## src/rtl/vga_timing_pkg.sv

```systemverilog
// Shared defaults, state/scale types and helpers for the VGA raster timing generator.
package vga_timing_pkg;

   localparam int unsigned DEF_HVID = 640;
   localparam int unsigned DEF_HFP  = 16;
   localparam int unsigned DEF_HS   = 96;
   localparam int unsigned DEF_HBP  = 48;
   localparam int unsigned DEF_VVID = 480;
   localparam int unsigned DEF_VFP  = 10;
   localparam int unsigned DEF_VS   = 2;
   localparam int unsigned DEF_VBP  = 33;

   typedef enum logic [1:0] {StIdle, StRun, StStop} state_t;

   typedef enum logic [1:0] {Scale1x, Scale2x, Scale4x} scale_t;

   // Encoding 3 has no meaning of its own and behaves as /4.
   function automatic scale_t clamp_scale(input logic [1:0] s);
      return (s == 2'd3) ? Scale4x : scale_t'(s);
   endfunction

endpackage

```

## src/rtl/vga_delay_line.sv

```systemverilog
// Fixed-depth shift register with per-bit synchronous reset values; depth 0 is a plain wire.
module vga_delay_line #(
   parameter int unsigned      Width  = 5,
   parameter int unsigned      Depth  = 0,
   parameter logic [Width-1:0] RstVal = '0
) (
   input  logic             clk_25,
   input  logic             n_rst,
   input  logic [Width-1:0] din,
   output logic [Width-1:0] dout
);

   if (Depth == 0) begin : g_wire
      logic unused_clk_rst;
      assign unused_clk_rst = clk_25 ^ n_rst;
      assign dout = din;
   end else begin : g_pipe
      logic [Width-1:0] stage_q [Depth];

      always_ff @(posedge clk_25) begin
         if (!n_rst) begin
            for (int unsigned i = 0; i < Depth; i++) stage_q[i] <= RstVal;
         end else begin
            stage_q[0] <= din;
            for (int unsigned i = 1; i < Depth; i++) stage_q[i] <= stage_q[i-1];
         end
      end

      assign dout = stage_q[Depth-1];
   end

endmodule

```

## src/rtl/vga_timing_gen.sv

```systemverilog
// Parametrised VGA raster timing generator with frame-synchronous start/stop, coordinate
// down-scaling, selectable sync polarity and a programmable delay on the decoded strobes.
module vga_timing_gen
   import vga_timing_pkg::*;
#(
   parameter int unsigned HVID      = DEF_HVID,
   parameter int unsigned HFP       = DEF_HFP,
   parameter int unsigned HS        = DEF_HS,
   parameter int unsigned HBP       = DEF_HBP,
   parameter int unsigned VVID      = DEF_VVID,
   parameter int unsigned VFP       = DEF_VFP,
   parameter int unsigned VS        = DEF_VS,
   parameter int unsigned VBP       = DEF_VBP,
   parameter int unsigned CW        = 10,
   parameter bit          HSYNC_POL = 1'b0,
   parameter bit          VSYNC_POL = 1'b0,
   parameter int unsigned PIPE_DLY  = 0,
   parameter int unsigned FCW       = 8
) (
   input  logic           clk_25,
   input  logic           n_rst,
   input  logic           enable,
   input  logic [1:0]     scale,
   output logic           hsync,
   output logic           vsync,
   output logic           video_on,
   output logic [CW-1:0]  x_coordinate,
   output logic [CW-1:0]  y_coordinate,
   output logic           sof,
   output logic           eol,
   output logic           running,
   output logic [FCW-1:0] frame_count
);

   localparam int unsigned HC_MAX = HVID + HFP + HS + HBP;
   localparam int unsigned VC_MAX = VVID + VFP + VS + VBP;
   localparam longint unsigned CNT_RANGE = 64'd1 << CW;

   if (CNT_RANGE < longint'(HC_MAX) || CNT_RANGE < longint'(VC_MAX)) begin : g_cw_check
      $error("CW too narrow for the raster counters");
   end
   if (PIPE_DLY > 4) begin : g_dly_check
      $error("PIPE_DLY must be in 0..4");
   end

   localparam logic [CW-1:0] H_LAST = CW'(HC_MAX - 1);
   localparam logic [CW-1:0] V_LAST = CW'(VC_MAX - 1);

   // One extra bit so boundaries equal to 2^CW still compare correctly.
   localparam logic [CW:0] H_VID   = (CW+1)'(HVID);
   localparam logic [CW:0] H_SSTRT = (CW+1)'(HVID + HFP);
   localparam logic [CW:0] H_SEND  = (CW+1)'(HVID + HFP + HS);
   localparam logic [CW:0] H_EOL   = (CW+1)'(HVID - 1);
   localparam logic [CW:0] V_VID   = (CW+1)'(VVID);
   localparam logic [CW:0] V_SSTRT = (CW+1)'(VVID + VFP);
   localparam logic [CW:0] V_SEND  = (CW+1)'(VVID + VFP + VS);

   // Strobe order: {hsync, vsync, video_on, sof, eol}.
   localparam logic [4:0] DEC_RST = {~HSYNC_POL, ~VSYNC_POL, 3'b000};

   state_t         state_q, state_d;
   scale_t         scale_q, scale_d;
   logic [CW-1:0]  h_q, h_d, v_q, v_d;
   logic [CW-1:0]  x_q, x_d, y_q, y_d;
   logic [FCW-1:0] fc_q, fc_d;
   logic           running_q, running_d;
   logic [4:0]     dec_q, dec_d, dec_dly;
   logic           frame_end;
   logic [CW:0]    h_ext, v_ext;
   logic           hs_act, vs_act, vid_act, sof_act, eol_act;

   assign frame_end = (h_q == H_LAST) && (v_q == V_LAST);

   always_comb begin
      state_d = state_q;
      scale_d = scale_q;
      h_d     = h_q;
      v_d     = v_q;
      fc_d    = fc_q;
      case (state_q)
         StIdle: begin
            h_d = '0;
            v_d = '0;
            if (enable) begin
               state_d = StRun;
               scale_d = clamp_scale(scale);
            end
         end
         StRun, StStop: begin
            if (frame_end) begin
               h_d  = '0;
               v_d  = '0;
               fc_d = fc_q + FCW'(1);
               if (state_q == StRun) begin
                  scale_d = clamp_scale(scale);
                  state_d = enable ? StRun : StStop;
               end else begin
                  state_d = StIdle;
               end
            end else begin
               state_d = enable ? StRun : StStop;
               if (h_q == H_LAST) begin
                  h_d = '0;
                  v_d = v_q + CW'(1);
               end else begin
                  h_d = h_q + CW'(1);
               end
            end
         end
         default: begin
            state_d = StIdle;
            h_d     = '0;
            v_d     = '0;
         end
      endcase
   end

   // Decode looks at the next-state counters so outputs line up with the new coordinates.
   always_comb begin
      h_ext     = {1'b0, h_d};
      v_ext     = {1'b0, v_d};
      running_d = (state_d != StIdle);
      hs_act    = running_d && (h_ext >= H_SSTRT) && (h_ext < H_SEND);
      vs_act    = running_d && (v_ext >= V_SSTRT) && (v_ext < V_SEND);
      vid_act   = running_d && (h_ext < H_VID) && (v_ext < V_VID);
      sof_act   = running_d && (h_d == '0) && (v_d == '0);
      eol_act   = running_d && (h_ext == H_EOL) && (v_ext < V_VID);
      dec_d     = {hs_act ? HSYNC_POL : ~HSYNC_POL,
                   vs_act ? VSYNC_POL : ~VSYNC_POL,
                   vid_act, sof_act, eol_act};
      x_d       = h_d >> scale_d;
      y_d       = v_d >> scale_d;
   end

   always_ff @(posedge clk_25) begin
      if (!n_rst) begin
         state_q   <= StIdle;
         scale_q   <= Scale1x;
         h_q       <= '0;
         v_q       <= '0;
         x_q       <= '0;
         y_q       <= '0;
         fc_q      <= '0;
         running_q <= 1'b0;
         dec_q     <= DEC_RST;
      end else begin
         state_q   <= state_d;
         scale_q   <= scale_d;
         h_q       <= h_d;
         v_q       <= v_d;
         x_q       <= x_d;
         y_q       <= y_d;
         fc_q      <= fc_d;
         running_q <= running_d;
         dec_q     <= dec_d;
      end
   end

   vga_delay_line #(
      .Width  (5),
      .Depth  (PIPE_DLY),
      .RstVal (DEC_RST)
   ) u_dly (
      .clk_25 (clk_25),
      .n_rst  (n_rst),
      .din    (dec_q),
      .dout   (dec_dly)
   );

   assign {hsync, vsync, video_on, sof, eol} = dec_dly;
   assign x_coordinate = x_q;
   assign y_coordinate = y_q;
   assign running      = running_q;
   assign frame_count  = fc_q;

endmodule
```

## config.mk

```make
export PLATFORM = sky130hd
export DESIGN_NAME = vga_timing_gen
export DESIGN_NICKNAME = d
export VERILOG_FILES = /design/src/rtl/vga_timing_pkg.sv /design/src/rtl/vga_delay_line.sv /design/src/rtl/vga_timing_gen.sv
export SDC_FILE = /design/constraint.sdc
export NUM_CORES = 1
export LEC_CHECK = 0
export ABC_AREA = 1
export ABC_CLOCK_PERIOD_IN_PS = 2000
export CAP_MARGIN = 20
export CORE_UTILIZATION = 45
export DETAILED_ROUTE_END_ITERATION = 8
export PLACE_DENSITY = 0.73
export SLEW_MARGIN = 20
export SYNTH_ARGS = -nofsm -noshare
export SYNTH_HDL_FRONTEND = slang
export SYNTH_HIERARCHICAL = 1
export SYNTH_SLANG_ARGS = --single-unit
```

## constraint.sdc

```tcl
create_clock -name clk_25 -period 2 [get_ports clk_25]
set_input_delay 0.3 -clock clk_25 [delete_from_list [all_inputs] [get_ports clk_25]]
set_output_delay 0.3 -clock clk_25 [all_outputs]
set_load 0.01 [all_outputs]
```

### After elaboration in Yosys (flattened, before gate mapping)

Cells that the tools add are included.

* add/subtract/negate cells: 3
* magnitude comparators: 6
* equal/unequal tests: 6
* shift operators: 2
* muxes and demuxes: 18
* reductions and logical operators: 17

Operator list (number)
* $mux 10: 6
* $eq 10x10->1 const B: 3
* $add 10x1->10 const B: 2
* $logic_not 10->1: 2
* $lt 10x10->1 const B: 2
* $lt 10x9->1 const B: 2
* $shr 10x2->10: 2
* $mux 2: 8
* $logic_and 1x1->1: 11
* $ge 10x10->1 const B: 1
* $ge 10x9->1 const B: 1
* $add 8x1->8 const B: 1
* $pmux 2 s2: 2
* $eq 2x2->1 const B: 2
* $eq 2x1->1 const B: 1
* $logic_not 2->1: 1
* $mux 1: 2
* $reduce_and 2->1: 1
* $reduce_bool 2->1: 1
* $reduce_or 2->1: 1

* register bits: 58
* input port bits: 5
* output and inout bits: 34
* word-level logic and storage cells: 61

### Logic depth before layout (Yosys ltp)

Gate-level depths: netlist of the first run.

* word-level depth: 8
* gate-level depth with buffers: 15
* mapped depth without buffers: 15

### By module

The synthesis of the first run kept the hierarchy.

Modules (own cells, without submodules)
* vga_timing_gen: instances 1, cells each 513, area each 3311.9 sq um, sequential area each 1161.1 sq um
* vga_delay_line: instances 1, cells each 5, area each 37.5 sq um, sequential area each 0.0 sq um

### Least setup slack after synthesis of the first run

Ideal clock, no wire load.

* path type: reg2reg
* start: reg h_q[0]
* end: reg x_q[4], in the netlist x_coordinate[4]
* setup time: 112 ps
* data arrival time: 1788 ps
* required time: 1888 ps
* slack: 100 ps
* stages on the path, launching flop included: 16
* buffers on the path: 1
* period minus slack after synthesis: 1900 ps
* cell sequence: dfxtp_1 ha_1 nand2_2 nor2_4 nand4_4 clkinv_4 nand2_2 nand2_2 nand3_2 nand2_4 nand2_4 buf_8 nand2_2 nand2_1 nand2_1 nand2_1

* word-level cells in the longest chain between the ends: 5
* elaborated cells between the ends (all ways): 9
* classes of those cells: add/sub: 1; eq/ne: 1; shift: 1; mux: 5; reduce/logical: 1

Ends and longest elaborated chain
* start: declaration: RTL line vga_timing_gen.sv:63 `logic [CW-1:0] h_q, h_d, v_q, v_d;`
* start signal: assignment: RTL line vga_timing_gen.sv:139 `h_q <= '0;`
* start signal: assignment: RTL line vga_timing_gen.sv:149 `h_q <= h_d;`
* $add 10x1->10 / $eq 10x10->1 (equally long branches): RTL line vga_timing_gen.sv:106, vga_timing_gen.sv:72, vga_timing_gen.sv:102
* $mux 10 / $logic_and 1x1->1 (equally long branches): RTL line vga_timing_gen.sv:102, vga_timing_gen.sv:72
* $mux 10 / $mux 2 (equally long branches): RTL line vga_timing_gen.sv:90 `if (frame_end) begin`
* $mux 10 / $pmux 2 s2 (equally long branches): RTL line vga_timing_gen.sv:80 `case (state_q)`
* $shr 10x2->10 (*): RTL line vga_timing_gen.sv:131 `x_d = h_d >> scale_d;`
* end signal: assignment: RTL line vga_timing_gen.sv:141 `x_q <= '0;`
* end signal: assignment: RTL line vga_timing_gen.sv:151 `x_q <= x_d;`
* end: declaration: RTL line vga_timing_gen.sv:64 `logic [CW-1:0] x_q, x_d, y_q, y_d;`

Mark *: on every way between the ends. The rest lies on a longest branch, timed or not.
A chain may end at the register's enable or synchronous reset.

### Final worst setup path of the first run

* start: reg v_q[0]
* end: reg dec_q[1]

* word-level cells in the longest chain between the ends: 7
* elaborated cells between the ends (all ways): 15
* classes of those cells: add/sub: 1; eq/ne: 1; mux: 7; reduce/logical: 6

Ends and longest elaborated chain
* start: declaration: RTL line vga_timing_gen.sv:63
* start signal: assignment: RTL line vga_timing_gen.sv:150 `v_q <= v_d;`
* branches (longest 6 deep; another with $add 10x1->10)
* $logic_and 1x1->1 (*): RTL line vga_timing_gen.sv:126 `sof_act = running_d && (h_d == '0) && (v_d == '0);`
* end signal: assignment: RTL line vga_timing_gen.sv:145 `dec_q <= DEC_RST;`
* end signal: assignment: RTL line vga_timing_gen.sv:155 `dec_q <= dec_d;`
* end: declaration: RTL line vga_timing_gen.sv:67 `logic [4:0] dec_q, dec_d, dec_dly;`

Mark *: on every way between the ends.

==> results of run 1 <==
## state kept, by name, indices dropped and copies added, names as in the netlist
| signal | flops |
|---|---|
| h_q | 10 |
| v_q | 10 |
| x_coordinate | 10 |
| y_coordinate | 10 |
| frame_count | 8 |
| dec_q | 5 |
| scale_q | 2 |
| state_q | 2 |
| running | 1 |
## critical path: stages, from the launching register on
cell,delay [ps]
dfxtp_1,340
inv_1,90
ha_2,210
inv_1,40
nor2_1,90
nand3_1,90
nor2_1,100
nand2_1,100
nand2_2,120
inv_2,80
nand2_1,140
nand2_1,90
nor3_1,140
nand2_1,70
nor2_1,110
## cell usage in the layout (no fill, tap or decap), types with 8 or more instances in the layout
cell / n
nand2_1: 154
inv_1: 62
nor2_1: 62
nand3_1: 59
dfxtp_1: 56
clkdlybuf4s50_1: 38
buf_4: 33
nand2_2: 19
o21ai_0: 15
nand4_1: 12
clkbuf_8: 10
nor2_2: 8
a21oi_1: 8
## logic make-up (layout without fill, tap and decap cells)
| kind of cell | count (synthesis) | after routing | share of synthesized area (%) |
|---|---|---|---|
| adder cells (fa/ha/maj) | 7 | 7 | 2.61 |
| AND/OR/NAND/NOR | 339 | 341 | 46.1 |
| XOR/XNOR | 2 | 2 | 0.523 |
| flip-flops | 58 | 58 | 34.7 |
| AO/OA/AOI/OAI | 31 | 31 | 5.30 |
| buffers and inverters | 81 | 153 | 10.8 |
## metal layers
layer / GRT usage (%) / up-vias / share of wire, %
met5: 0 / - / 0
met4: 9.38 / 0 / 2.2
met3: 4.76 / 19 / 4.9
met2: 37.8 / 93 / 49
met1: 27.7 / 1572 / 44
li1: - / 1772 / -
## stage by stage
step	hold slack, ps	cells	area, µm²	setup WS (ps)	setup TNS, ps
after floorplan	483	518	3350	100	0
after global placement	456	672	3980	66.9	0
after detailed placement	467	672	3980	-15.7	-15.7
after CTS	476	686	4200	9.39	0
after global routing	522	691	4330	-23.7	-39.0
final	467	691	4330	141	0
## power by group
group	internal, mW	total (mW)	leakage [nW]	switching [mW]
combinational	0.241	0.626	1.49	0.384
sequential	1.20	1.22	0.470	0.0202
clock	0.720	1.16	0.105	0.441
## final timing paths
check | start | endpoint | slack, ps | depth (start not counted)
worst max register to register | v_q[0] | dec_q[1] | 140 | 14
worst min-delay path | frame_count[7] | frame_count[7] | 470 | 2
worst min register to register | frame_count[7] | frame_count[7] | 470 | 2
worst max-delay path | v_q[0] | dec_q[1] | 140 | 14
## repair_timing
| item | in CTS | in global routing |
|---|---|---|
| endpoints found under the setup margin | 2 | 27 |
| pin swaps | 0 | 9 |
| gates resized for setup | 2 | 24 |
| gates cloned | 0 | 2 |
| setup buffers | 0 | 3 |
## area by class of cell
class	instances	area, µm²
fill	679	2890
sequential	58	1160
tap	99	124
clock buffer	11	141
clock inverter	3	65.1
multi-input combinational	381	1930
timing repair buffer	73	651
inverter	66	253
==> metrics.txt, run 1 <==
commonest cells in the netlist=nand2_1 (159), nor2_1 (67), inv_1 (63), nand3_1 (63), dfxtp_1 (58); final core occ=60.0%; die area=0.00779 mm²; Area growth syn-to-layout=29.2%; Post-Syn Area=0.00335 mm²; post-synth net total=530; Clock Latency Late Sink=330 ps; Final setup viols=0; Max Slew Vio Count=0; Die W=88.3 µm; layout cell share with drive strength beyond 1=17.4%; global-route wire length before repair=13600 µm; CTS Hold Buffers Added=0; Worst EP arrival=2130 ps; final WL=8410 µm; CTS H-tree depth=3; Die Height=88.3 µm; Congestion Overflow GR=0; Leak Pwr=2.06 nW; Initial Utilization=46.4%; TritonCTS Sinks=58; Final Skew=5.47 ps; worst slew pin tran=290 ps; Period minus WS final=1860 ps; dpl hpwl=6290 µm; PwrDens=696 mW/mm²; Hold Crit Class=flop to flop; average wire per standard cell=12.2 µm; synth top area cells=dfxtp_1 (35%), nand2_1 (18%), nand3_1 (9.4%), nor2_1 (7.5%), inv_1 (7.1%); largest net degree at the start of global routing=24; drt first-iter violations=155; Max FO, Critical Path=5; total track usage=22.4%; CTS root buf=clkbuf_8; PortBufs=38; Slew Limit Headroom=80.5%; Syn Inst Count=518; initial antenna violation count=0; clock buffer depth=2; commonest register cell after synthesis=dfxtp_1; count of final hold-check violations=0; CTS Buf Count=9; Seq/Total Area, Yosys=34.7%; Post-synth EDFFs=0; Final ANT Viol Nets=0; core area=0.00721 mm²; total power=3.01 mW; Site Rows=31; Avg Synthesized Cell Area=6.47 µm²; vias in the first global route=3065; Seq cells post-synth=58; Worst-path clk slew=60 ps; total number of vias=3456; area leader, netlist=dfxtp_1; Tcrit/Tclk final=93.0%; status=finished, final reports clean; RSZ-0062 raised after global routing=yes; synthesis warning total=6; # nets final=601; most frequent cell after synthesis=nand2_1; io pins=39; n_diodes=0; Vias/cell=5.00; CTS tree=yes; CP startpoint kind=flop; CP endpoint kind=flop; Max-cap violations=0; Yosys top cell area share=34.7%; crit path kind=flop to flop; Crit path required time=2270 ps; FMAX=0.538 GHz; count of unique library cells instantiated by Yosys=34; Worst VDD drop=0.000338 V; Detailed Routing Iterations Pass 1=6; RePlAce Congestion=0.875; asr flop ratio synth=0%; DRC violations left=0
(Power assumes the default switching activity.)
==> inputs of run 2 (changes only) <==
--- a/config.mk
+++ b/config.mk
@@ -16,3 +16,4 @@
 export SYNTH_HDL_FRONTEND = slang
 export SYNTH_HIERARCHICAL = 1
 export SYNTH_SLANG_ARGS = --single-unit
+export TNS_END_PERCENT = 5
==> constraint.sdc (replaced) <==
create_clock -name clk_25 -period 2 [get_ports clk_25]
set_input_delay 0.3 -clock clk_25 [delete_from_list [all_inputs] [get_ports clk_25]]
set_output_delay 0.3 -clock clk_25 [all_outputs]
set_load 0.005 [all_outputs]
==> run 2 against run 1 <==
  * Die area unchanged
  * Critical path depth down 2
  * First-iteration DRC count grew 7.1%
  * Setup slack got worse by 13 ps
  * Total power fell by 1.2%
  * Non-clock buffer count shrank 1
  * Core utilization shrank 0.61 points
  * Cell count down 0.29%
  * Sequential share of layout area is 0.27 points higher
==> metrics.txt, run 2 (same netlist as run 1, synthesis figures left out) <==
CTS H-tree depth=3; worst slew pin tran=300 ps; CTS tree=yes; CP endpoint kind=flop; count of final hold-check violations=0; Filler Cell Count=688; initial antenna violation count=0; PortBufs=38; total power=2.97 mW; Crit path required time=2220 ps; FMAX=0.534 GHz; global-route wire length before repair=13600 µm; io pins=39; layout cell share with drive strength beyond 1=16.3%; Vias/cell=4.97; clock network power share=38.9%; final core occ=59.4%; Max-cap violations=0; Initial Utilization=46.4%; Final setup viols=0; Hold Crit Class=flop to flop; r2r setup slk=130 ps; crit path to=dec_q[2]; Post-Layout Cell Count=689; reg-to-reg critical path startpoint=h_q[0]; Slew Limit Headroom=79.9%; worst setup path startpoint=h_q[0]; Site Rows=31; Congestion Overflow GR=0; multi-input logic area=0.00190 mm²; average wire per standard cell=11.9 µm; TritonCTS Sinks=58; Max Slew Vio Count=0; dpl cells=672; status=finished, final reports clean; Period minus WS final=1870 ps; CTS root buf=clkbuf_8; largest net degree at the start of global routing=24; Detailed Routing Iterations Pass 1=5; Tcrit/Tclk final=93.6%; Reg2Reg Depth=12; Worst VDD drop=0.000342 V; Die W=88.3 µm; total number of vias=3424; DRC violations left=0; n_diodes=0; final WL=8220 µm; Area growth syn-to-layout=27.9%; Die Height=88.3 µm; r2r endpoint=dec_q[2]; Storage cell area=0.00116 mm²; CP startpoint kind=flop; sw frac=27.6%; Final ANT Viol Nets=0; Worst-path clk slew=70 ps; dpl hpwl=6290 µm; PwrDens=694 mW/mm²; RePlAce Congestion=0.875; clock buffer depth=2; most common cell after layout, fill and taps aside=nand2_1; Net Switching=0.821 mW; Leak Pwr=2.06 nW; die area=0.00779 mm²; RSZ-0062 raised after global routing=yes; total track usage=22.4%; Worst EP arrival=2090 ps; crit path kind=flop to flop; Max FO, Critical Path=5; core area=0.00721 mm²; # nets final=599; internal power=2.15 mW; vias in the first global route=3065; Comb pwr share=19.9%; Final Skew=7.06 ps; commonest cells after routing, fill and taps aside=nand2_1 (154), inv_1 (63), nand3_1 (62), nor2_1 (62), dfxtp_1 (56); Clock Latency Late Sink=340 ps; Sequential Power Share=41.2%; drt first-iter violations=166; CTS Buf Count=9
run 2: cell count changes in the layout (fill, tap and decap cells not counted):
| cell | previous run | this run |
|---|---|---|
| inv_2 | 2 | 1 |
| nand2_4 | 5 | 4 |
| inv_1 | 62 | 63 |
| buf_4 | 33 | 34 |
| buf_6 | 2 | 0 |
| nand3_1 | 59 | 62 |
| ha_1 | 4 | 5 |
| nand3_2 | 6 | 3 |
| ha_2 | 2 | 1 |
run 2: critical path, stage by stage, from the launching register on:
cell and delay, ps:
dfxtp_2 350, ha_4 160, nand3_1 110, nor2_2 170, nand2_2 120, nor2_1 120, nand2_1 70, nand2_1 70
nand2_1 70, inv_1 130, nand3_1 140, o21ai_2 170, nor2_1 70
run 2: worst min path at each step:
stage	from	to	depth (start not counted)
after detailed placement	frame_count[7]	frame_count[7]	2
after global placement	frame_count[7]	frame_count[7]	2
after floorplan	frame_count[7]	frame_count[7]	2
after global routing	frame_count[7]	frame_count[7]	2
final	frame_count[7]	frame_count[7]	2
after CTS	frame_count[7]	frame_count[7]	2
run 2: area by class of cell:
cell class / instances / area share [%]
multi-input combinational: 380 / 44.4
sequential: 58 / 27.2
timing repair buffer: 72 / 14.8
inverter: 66 / 5.90
clock buffer: 11 / 3.30
tap: 99 / 2.89
clock inverter: 3 / 1.52
run 2: per-layer routing:
metal  routed length [µm]  share of wire (%)  GRT usage, %  vias to the layer above
li1                     -                  -             -                     1767
met1                 3680                 45          27.7                     1543
met2                 4000                 49          37.8                       94
met3                  345                4.2          4.76                       20
met4                  197                2.4          9.38                        0
met5                    0                  0             0                        -
run 2: repair_timing:
action	CTS	global route
pin swaps	0	5
cloned	0	1
buffers inserted	0	2
hold buffers	0	0
setup endpoints to repair	2	27
resized for setup	2	17
run 2: power groups by stage:
| stage | clock network (mW) | logic, mW | registers [mW] |
|---|---|---|---|
| after floorplan | 0 | 0.391 | 1.25 |
| after global placement | 0 | 0.542 | 1.25 |
| after detailed placement | 0 | 0.550 | 1.25 |
| after CTS | 1.18 | 0.553 | 1.22 |
| after global routing | 1.22 | 0.658 | 1.23 |
| final | 1.16 | 0.591 | 1.22 |
run 2: per-stage QoR:
step           setup TNS [ps]  instance area, µm²  setup WS [ps]  hold WS, ps
6_report                    0                4280            128          467
4_1_cts                     0                4200           9.39          476
3_3_place_gp                0                3980           66.9          456
2_1_floorplan               0                3350            100          455
5_1_grt                  -189                4280          -34.1          522
3_5_place_dp            -15.7                3980          -15.7          467
